[src/rtl/cache_fill_arbiter.sv]
// Main-memory fill/store sequencer shared by the I- and D-caches.
// Define ARB_ROUND_ROBIN_EN for round-robin I/D arbitration; the default build gives D fixed priority.
module cache_fill_arbiter #(
   parameter int unsigned WORDS_PER_BLOCK = 8,
   parameter int unsigned MEM_LAT         = 4
) (
   input  logic                               clk,
   input  logic                               rst_n,
   input  logic                               ic_req_i,
   input  logic [15:0]                        ic_addr_i,
   input  logic                               dc_req_i,
   input  logic                               dc_wr_i,
   input  logic [15:0]                        dc_addr_i,
   input  logic [15:0]                        dc_wdata_i,
   output logic                               mem_enable_o,
   output logic                               mem_wr_o,
   output logic [15:0]                        mem_addr_o,
   output logic [15:0]                        mem_wdata_o,
   input  logic                               mem_data_valid_i,
   input  logic [15:0]                        mem_rdata_i,
   output logic [15:0]                        fill_data_o,
   output logic [$clog2(WORDS_PER_BLOCK)-1:0] fill_word_o,
   output logic                               ic_fill_we_o,
   output logic                               dc_fill_we_o,
   output logic                               ic_done_o,
   output logic                               dc_done_o,
   output logic                               busy_o
);

   localparam int unsigned WordW = $clog2(WORDS_PER_BLOCK);
   localparam int unsigned CntW  = WordW + 1;
   localparam logic [15:0]     BlockMask = ~16'(2 * WORDS_PER_BLOCK - 1);
   localparam logic [CntW-1:0] NumWords  = CntW'(WORDS_PER_BLOCK);
   localparam logic [CntW-1:0] LastWord  = CntW'(WORDS_PER_BLOCK - 1);

   if (WORDS_PER_BLOCK < 2 || (WORDS_PER_BLOCK & (WORDS_PER_BLOCK - 1)) != 0) begin : g_bad_words
      $error("WORDS_PER_BLOCK must be a power of 2 and at least 2");
   end
   if (MEM_LAT == 0) begin : g_bad_lat
      $error("MEM_LAT must be at least 1");
   end

   typedef enum logic [1:0] {StIdle, StFill, StWrite, StDone} state_e;

   state_e          state_q, state_d;
   logic [CntW-1:0] issue_cnt_q, issue_cnt_d;
   logic [CntW-1:0] recv_cnt_q, recv_cnt_d;
   logic            req_ic_q, req_ic_d;
   logic [15:0]     addr_q, addr_d;
   logic [15:0]     wdata_q, wdata_d;

   logic dc_any;
   logic grant_d;
   logic grant_i;

   assign dc_any = dc_req_i | dc_wr_i;

`ifdef ARB_ROUND_ROBIN_EN
   logic rr_d_next_q;

   assign grant_d = dc_any & (~ic_req_i | rr_d_next_q);

   // Pointer names the side that wins the next I/D conflict.
   always_ff @(posedge clk) begin
      if (!rst_n) begin
         rr_d_next_q <= 1'b1;
      end else if (state_q == StIdle && (grant_d || grant_i)) begin
         rr_d_next_q <= grant_i;
      end
   end
`else
   assign grant_d = dc_any;
`endif

   assign grant_i = ic_req_i & ~grant_d;

   always_ff @(posedge clk) begin
      if (!rst_n) begin
         state_q     <= StIdle;
         issue_cnt_q <= '0;
         recv_cnt_q  <= '0;
         req_ic_q    <= 1'b0;
         addr_q      <= '0;
         wdata_q     <= '0;
      end else begin
         state_q     <= state_d;
         issue_cnt_q <= issue_cnt_d;
         recv_cnt_q  <= recv_cnt_d;
         req_ic_q    <= req_ic_d;
         addr_q      <= addr_d;
         wdata_q     <= wdata_d;
      end
   end

   always_comb begin
      state_d      = state_q;
      issue_cnt_d  = issue_cnt_q;
      recv_cnt_d   = recv_cnt_q;
      req_ic_d     = req_ic_q;
      addr_d       = addr_q;
      wdata_d      = wdata_q;
      mem_enable_o = 1'b0;
      mem_wr_o     = 1'b0;
      mem_addr_o   = '0;
      mem_wdata_o  = '0;
      fill_data_o  = '0;
      fill_word_o  = '0;
      ic_fill_we_o = 1'b0;
      dc_fill_we_o = 1'b0;
      ic_done_o    = 1'b0;
      dc_done_o    = 1'b0;

      unique case (state_q)
         StIdle: begin
            issue_cnt_d = '0;
            recv_cnt_d  = '0;
            if (grant_d) begin
               req_ic_d = 1'b0;
               wdata_d  = dc_wdata_i;
               // A pending store beats a pending fill on the D side.
               if (dc_wr_i) begin
                  addr_d  = dc_addr_i;
                  state_d = StWrite;
               end else begin
                  addr_d  = dc_addr_i & BlockMask;
                  state_d = StFill;
               end
            end else if (grant_i) begin
               req_ic_d = 1'b1;
               addr_d   = ic_addr_i & BlockMask;
               state_d  = StFill;
            end
         end
         StFill: begin
            if (issue_cnt_q < NumWords) begin
               mem_enable_o = 1'b1;
               mem_addr_o   = addr_q + {{(15 - WordW){1'b0}}, issue_cnt_q[WordW-1:0], 1'b0};
               issue_cnt_d  = issue_cnt_q + 1'b1;
            end
            fill_data_o  = mem_rdata_i;
            fill_word_o  = recv_cnt_q[WordW-1:0];
            ic_fill_we_o = mem_data_valid_i & req_ic_q;
            dc_fill_we_o = mem_data_valid_i & ~req_ic_q;
            if (mem_data_valid_i) begin
               recv_cnt_d = recv_cnt_q + 1'b1;
               if (recv_cnt_q == LastWord) begin
                  state_d = StDone;
               end
            end
         end
         StWrite: begin
            mem_enable_o = 1'b1;
            mem_wr_o     = 1'b1;
            mem_addr_o   = addr_q;
            mem_wdata_o  = wdata_q;
            state_d      = StDone;
         end
         StDone: begin
            ic_done_o = req_ic_q;
            dc_done_o = ~req_ic_q;
            state_d   = StIdle;
         end
         default: state_d = StIdle;
      endcase
   end

   assign busy_o = (state_q != StIdle);

endmodule

[config.mk]
export PLATFORM = sky130hd
export DESIGN_NAME = cache_fill_arbiter
export DESIGN_NICKNAME = d
export VERILOG_FILES = /design/src/rtl/cache_fill_arbiter.sv
export SDC_FILE = /design/constraint.sdc
export NUM_CORES = 1
export LEC_CHECK = 0
export CAP_MARGIN = 10
export CORE_MARGIN = 3
export CORE_UTILIZATION = 38
export CTS_BUF_LIST = sky130_fd_sc_hd__clkbuf_8
export DETAILED_ROUTE_END_ITERATION = 6
export MAX_ROUTING_LAYER = met4
export PLACE_DENSITY = 0.79
export SYNTH_ARGS = -nofsm -noshare
export SYNTH_HDL_FRONTEND = slang
export SYNTH_SLANG_ARGS = --single-unit
[constraint.sdc]
create_clock -name clk -period 2.2 [get_ports clk]
set_input_delay 0.44 -clock clk [delete_from_list [all_inputs] [get_ports clk]]
set_output_delay 0.44 -clock clk [all_outputs]
set_load 0.01 [all_outputs]
==> flow_summary.json, run 1 <==
{
  "antenna_found_initial": 0,
  "cp_max_fo": 3,
  "start_util_pct": 40.5,
  "ys.flop_type": "dfxtp_1",
  "r2r_cells": 6,
  "n_fill_cell": 500,
  "grt_pass1_wl_um": 14900,
  "postCtsHoldBufs": 0,
  "syn_avg_cell_area_um2": 7.45,
  "fp.dieW_um": 89.4,
  "min_period_over_period_pct": 125,
  "multi_input_area_mm2": 0.00186,
  "final_max_slew_viol_count": 0,
  "fin_ws_ns": -0.558,
  "finalSetupViolCount": 13,
  "drt-total-wl_um": 9840,
  "core_mm2": 0.00653,
  "reg2reg_to": "recv_cnt_q[0]",
  "remaining_drc_errors": 0,
  "fin_crit_ns": 2.76,
  "max_freq_mhz": 363,
  "cp.arrival_ns": 2.32,
  "violations": "negative setup slack",
  "syn-num-nets": 436,
  "endpoint_kind": "output port",
  "placementRows": 29,
  "antennaDiodeCount": 0,
  "root_buffer": "clkbuf_8",
  "die_h_um": 89.4,
  "hp-class": "flip-flop to flip-flop",
  "grt_remaining_overflow": 0,
  "worst-setup-path-type": "flip-flop to output port",
  "ys_seq_area_share_pct": 32.5,
  "cts_tree": "built",
  "synthArstFlopShare_pct": 0,
  "r2r-start": "state_q[0]",
  "num_vias": 3285,
  "final_nets": 603,
  "synth-edff-count": 0,
  "clock_latency_ns": 0.31,
  "layout-drive-gt1-share_pct": 23.3,
  "numPortBuffers": 123,
  "p_leak_nw": 2.29,
  "finalClockSkew_ns": 0.00913,
  "pre_cts_ws_ns": -0.559,
  "tightest_slew_ns": 0.417,
  "detail_route.vias_per_cell": 5.48,
  "ioPinCount": 128,
  "status": "finished, violations left",
  "crit_path_end": "mem_addr_o[15]",
  "drtPass1Iterations": 5,
  "vdd_ir_drop_max_mv": 0.628,
  "total_power_mw": 4.37,
  "ctsHtreeMaxLevel": 2,
  "die_area_mm2": 0.00800,
  "postSynthCellCount": 355,
  "synth_top_area_cell": "dfxtp_1",
  "postRouteAntennaNets": 0,
  "cp-start-kind": "flip-flop",
  "fin_util_pct": 71.8,
  "path_clk_slew_ns": 0.09,
  "dp_hpwl_um": 6520,
  "crit_path_start": "issue_cnt_q[0]",
  "rrSetupSlack_ns": 0.46,
  "wl_per_cell_um": 16.4,
  "drt_iter0_markers": 166,
  "cts_buffer_depth": 2,
  "final_cell_mix": "clkdlybuf4s50_1, nand2_1, buf_4",
  "cp.required_ns": 1.76,
  "synth_area_mm2": 0.00265,
  "area_growth_pct": 77.3,
  "regArea_um2": 870,
  "grt_usage_pct": 24.3,
  "grt_pass1_vias": 3191,
  "synthDistinctLibCells": 48,
  "synth-seq-cells": 43,
  "finalHoldViolCount": 0,
  "routabilityCongestion": 0.844,
  "cap_violations": 0,
  "grt_max_degree": 36,
  "rsz0062_at_grt": "true",
  "synthDominantCellAreaShare_pct": 32.5,
  "relSlewSlack_pct": 72.0,
  "p_per_area_mw_per_mm2": 932,
  "synth_warnings": 0,
  "ys_top_cells_by_area": "dfxtp_1, and2_1, nand2_1, a21oi_1, ha_1",
  "final_common_cell": "clkdlybuf4s50_1",
  "cts.sinks": 43,
  "cts_buffers": 5
}
-- synthesized netlist by cell type (all sizes together) (4+ instances only) --
library cell / n
a21oi: 29
a311oi: 12
a32oi: 4
and2: 42
buf: 8
clkbuf: 17
dfxtp: 43
ha: 10
inv: 12
nand2: 57
nand2b: 4
nand3: 5
nor2: 31
nor2b: 6
o21ai: 20
-- logic make-up (layout without fill, tap and decap cells) --
kind of cell	after synthesis	after routing	share of synthesized area, %
simple gates	162	162	30.3
compound gates	97	97	24.2
flops	43	43	32.5
buf+inv	38	206	5.96
fa+ha+maj	11	11	5.49
mux	3	3	1.14
xor+xnor	1	1	0.331
-- through the flow --
stage	area (um^2)	hold slack (ns)	cells	TNS, ns
6_report	4690	0.452	600	-4.22
5_1_grt	4690	0.483	600	-5.18
4_1_cts	4560	0.454	595	-3.36
3_5_place_dp	4280	0.442	578	-5.17
3_3_place_gp	4280	0.437	578	-4.53
2_1_floorplan	2670	0.432	355	0
-- layout make-up --
class                   instances  area share (%)
clock inverters                 3           0.427
flip-flops and latches         43            18.5
inverters                      13            1.09
clock buffers                   5            1.47
multi-input cells             274            39.6
repair buffers                185            36.8
well taps                      77            2.05
-- sequential cells by signal, indices dropped and copies added, names as in the netlist --
name,cells
addr_q,16
issue_cnt_q,4
recv_cnt_q,4
req_ic_q,1
state_q,2
wdata_q,16
-- power by group --
part / switching, mW / internal, mW / total [mW]
combinational: 1.38 / 1.36 / 2.74
sequential: 0.141 / 0.971 / 1.11
clock: 0.299 / 0.221 / 0.521
total: 1.82 / 2.55 / 4.37
-- worst max-delay path: stages, from the launching register on --
cell,delay (ns)
dfxtp_2,0.38
ha_4,0.15
inv_2,0.04
fa_2,0.36
nor2b_4,0.17
buf_6,0.14
o2111ai_4,0.11
o31a_2,0.38
a31oi_1,0.14
buf_2,0.15
-- worst min-delay path by stage --
| stage | endpoint | startpoint | cells after the start |
|---|---|---|---|
| floorplan | wdata_q[0] | wdata_q[0] | 2 |
| global placement | wdata_q[2] | wdata_q[2] | 2 |
| detailed placement | wdata_q[9] | wdata_q[9] | 2 |
| CTS | wdata_q[9] | wdata_q[9] | 2 |
| global route | wdata_q[12] | wdata_q[12] | 2 |
| finish | wdata_q[9] | wdata_q[9] | 2 |
-- per-layer routing --
| layer | GRT usage, % | vias to the layer above | share of wire, % |
|---|---|---|---|
| met1 | 29.1 | 1524 | 40 |
| met2 | 39.9 | 157 | 51 |
| met5 | - | - | 0 |
| li1 | - | 1580 | - |
| met4 | 9.34 | 0 | 1.7 |
| met3 | 4.79 | 24 | 7.8 |
-- timing repair --
item	CTS	global route
setup buffers	8	6
cloned	1	0
endpoints found under the setup margin	56	33
pin swaps	14	15
gates resized for setup	135	30
No activity file was read; power rests on OpenSTA's default activity.
==> run 2: changes to the inputs <==
--- a/config.mk
+++ b/config.mk
@@ -5,7 +5,7 @@
 export SDC_FILE = /design/constraint.sdc
 export NUM_CORES = 1
 export LEC_CHECK = 0
-export CAP_MARGIN = 10
+export CAP_MARGIN = 20
 export CORE_MARGIN = 3
 export CORE_UTILIZATION = 38
 export CTS_BUF_LIST = sky130_fd_sc_hd__clkbuf_8
==> results of run 2 <==
Same layout as run 1: the final DEF is identical, and so are final timing and power.
==> run 3: changes to the inputs <==
--- a/config.mk
+++ b/config.mk
@@ -6,12 +6,14 @@
 export NUM_CORES = 1
 export LEC_CHECK = 0
 export CAP_MARGIN = 20
+export CELL_PAD_IN_SITES_DETAIL_PLACEMENT = 1
+export CELL_PAD_IN_SITES_GLOBAL_PLACEMENT = 1
 export CORE_MARGIN = 3
-export CORE_UTILIZATION = 38
+export CORE_UTILIZATION = 26
 export CTS_BUF_LIST = sky130_fd_sc_hd__clkbuf_8
 export DETAILED_ROUTE_END_ITERATION = 6
 export MAX_ROUTING_LAYER = met4
-export PLACE_DENSITY = 0.79
+export PLACE_DENSITY_LB_ADDON = 0.1
 export SYNTH_ARGS = -nofsm -noshare
 export SYNTH_HDL_FRONTEND = slang
 export SYNTH_SLANG_ARGS = --single-unit
==> run 3 against run 2 <==
  * The run still ends with negative setup slack left
  * First-iteration DRC count shrank 48%
  * Total power grew 2.1%
  * Fmax is 2.0% higher
  * Critical path type unchanged
==> flow_summary.json, run 3 (synthesis results as in run 1) <==
{
  "finalHoldViolCount": 0,
  "cp.required_ns": 1.76,
  "r2r-start": "state_q[1]",
  "cp_slowest_cell": "dfxtp_2",
  "cp_cell_sequence": "ha_4 > inv_2 > fa_2 > nor2b_4 > o211ai_1 > buf_4 > o31a_4 > a31oi_4 > buf_6",
  "n_fill_cell": 1212,
  "final_nets": 609,
  "cap_violations": 0,
  "ioPinCount": 128,
  "grt_remaining_overflow": 0,
  "area_growth_pct": 81.9,
  "critPathMaxStageDelay_ns": 0.36,
  "placementRows": 36,
  "violations": "negative setup slack",
  "hp-class": "flip-flop to flip-flop",
  "cts_buffer_depth": 2,
  "r2r_cells": 9,
  "whs_path_depth": 2,
  "worst-setup-path-type": "flip-flop to output port",
  "finalSetupViolCount": 13,
  "holdCritStartpoint": "wdata_q[9]",
  "fin_util_pct": 49.0,
  "core_mm2": 0.00982,
  "grt_pass1_vias": 3363,
  "fin_ws_ns": -0.505,
  "dp_hpwl_um": 7800,
  "routabilityCongestion": 0.806,
  "postRouteAntennaNets": 0,
  "layout-drive-gt1-share_pct": 24.6,
  "tightest_slew_ns": 0.463,
  "drtPass1Iterations": 4,
  "max_freq_mhz": 370,
  "die_h_um": 107,
  "fp.dieW_um": 107,
  "grt_max_degree": 31,
  "start_util_pct": 26.9,
  "finalClockSkew_ns": 0.00889,
  "p_per_area_mw_per_mm2": 928,
  "final_max_slew_viol_count": 0,
  "grt_pass1_wl_um": 16700,
  "total_power_mw": 4.46,
  "drt_iter0_markers": 86,
  "min_period_over_period_pct": 123,
  "p_leak_nw": 2.32,
  "wl_per_cell_um": 16.2,
  "fin_crit_ns": 2.71,
  "root_buffer": "clkbuf_8",
  "cts_buffers": 5,
  "numPortBuffers": 123,
  "drt-total-wl_um": 10700,
  "cp_max_fo": 4,
  "detail_route.vias_per_cell": 4.85,
  "antenna_found_initial": 0,
  "finalInstanceArea_mm2": 0.00481,
  "final_common_cell": "clkdlybuf4s50_1",
  "rsz0062_at_grt": "true",
  "postCtsHoldBufs": 0,
  "clock_latency_ns": 0.29,
  "relSlewSlack_pct": 68.9,
  "final_cell_mix": "clkdlybuf4s50_1, buf_4, nand2_1",
  "crit_path_start": "addr_q[1]",
  "ctsHtreeMaxLevel": 2,
  "num_vias": 3212,
  "cts.sinks": 43,
  "cp-start-kind": "flip-flop",
  "status": "finished, violations left",
  "antennaDiodeCount": 0,
  "endpoint_kind": "output port",
  "cp.arrival_ns": 2.27,
  "path_clk_slew_ns": 0.09,
  "remaining_drc_errors": 0,
  "cts_tree": "built",
  "top_regs": "addr_q x16, wdata_q x16",
  "die_area_mm2": 0.0114,
  "grt_usage_pct": 18.5,
  "placed_cell_area_mm2": 0.00437,
  "vdd_ir_drop_max_mv": 0.382
}
[run 3: routing by layer]
| layer | part of all wire [%] | track usage [%] | vias up | routed length, um |
|---|---|---|---|---|
| met3 | 4.1 | 3.55 | 2 | 438 |
| li1 | - | - | 1592 | - |
| met2 | 52 | 33.3 | 67 | 5600 |
| met1 | 43 | 21.8 | 1551 | 4650 |
| met5 | 0 | - | - | 0 |
| met4 | 0.34 | 2.83 | 0 | 36 |
[run 3: area by class of cell]
type / count / area [um^2] / area share, %
multi-input cells: 274 / 1860 / 38.6
well taps: 133 / 166 / 3.46
clock buffers: 5 / 68.8 / 1.43
repair buffers: 191 / 1790 / 37.1
inverters: 13 / 51.3 / 1.07
clock inverters: 3 / 12.5 / 0.260
flip-flops and latches: 43 / 867 / 18.0
[run 3: worst paths after layout]
kind | end | slack [ns]
hold reg to reg | wdata_q[9] | 0.46
setup / recovery | mem_addr_o[13] | -0.51
setup reg to reg | recv_cnt_q[1] | 0.40
hold / removal | wdata_q[9] | 0.46
[run 3: critical path, delay by kind of cell, from the launching register on]
| kind | cells | cell delay (ns) |
|---|---|---|
| DFF | 1 | 0.36 |
| adders and majority gates | 2 | 0.49 |
| buffers and inverters | 3 | 0.35 |
| and+or+nand+nor | 1 | 0.17 |
| AOI/OAI and AO/OA | 3 | 0.58 |
[run 3: power by group]
part,switching (mW),leakage (nW),internal [mW],total [mW]
Clock,0.280,0.0505,0.215,0.495
Combinational,1.41,1.91,1.45,2.86
Sequential,0.136,0.356,0.971,1.11
Total,1.83,2.32,2.64,4.46
[run 3: metrics by stage]
step	TNS, ns	setup WS (ns)	cells	hold WS (ns)
after global routing	-5.28	-0.591	662	0.483
after global placement	-4.91	-0.539	639	0.439
after detailed placement	-5.42	-0.594	639	0.447
after CTS	-4.38	-0.470	657	0.459
final	-3.93	-0.505	662	0.455
after floorplan	0	0.0208	355	0.432
[run 3: repair_timing]
action	4_1_cts	5_1_grt
pin swaps	12	12
cloned	1	0
buffers inserted	9	5
gates resized for setup	120	50
setup endpoints to repair	55	31
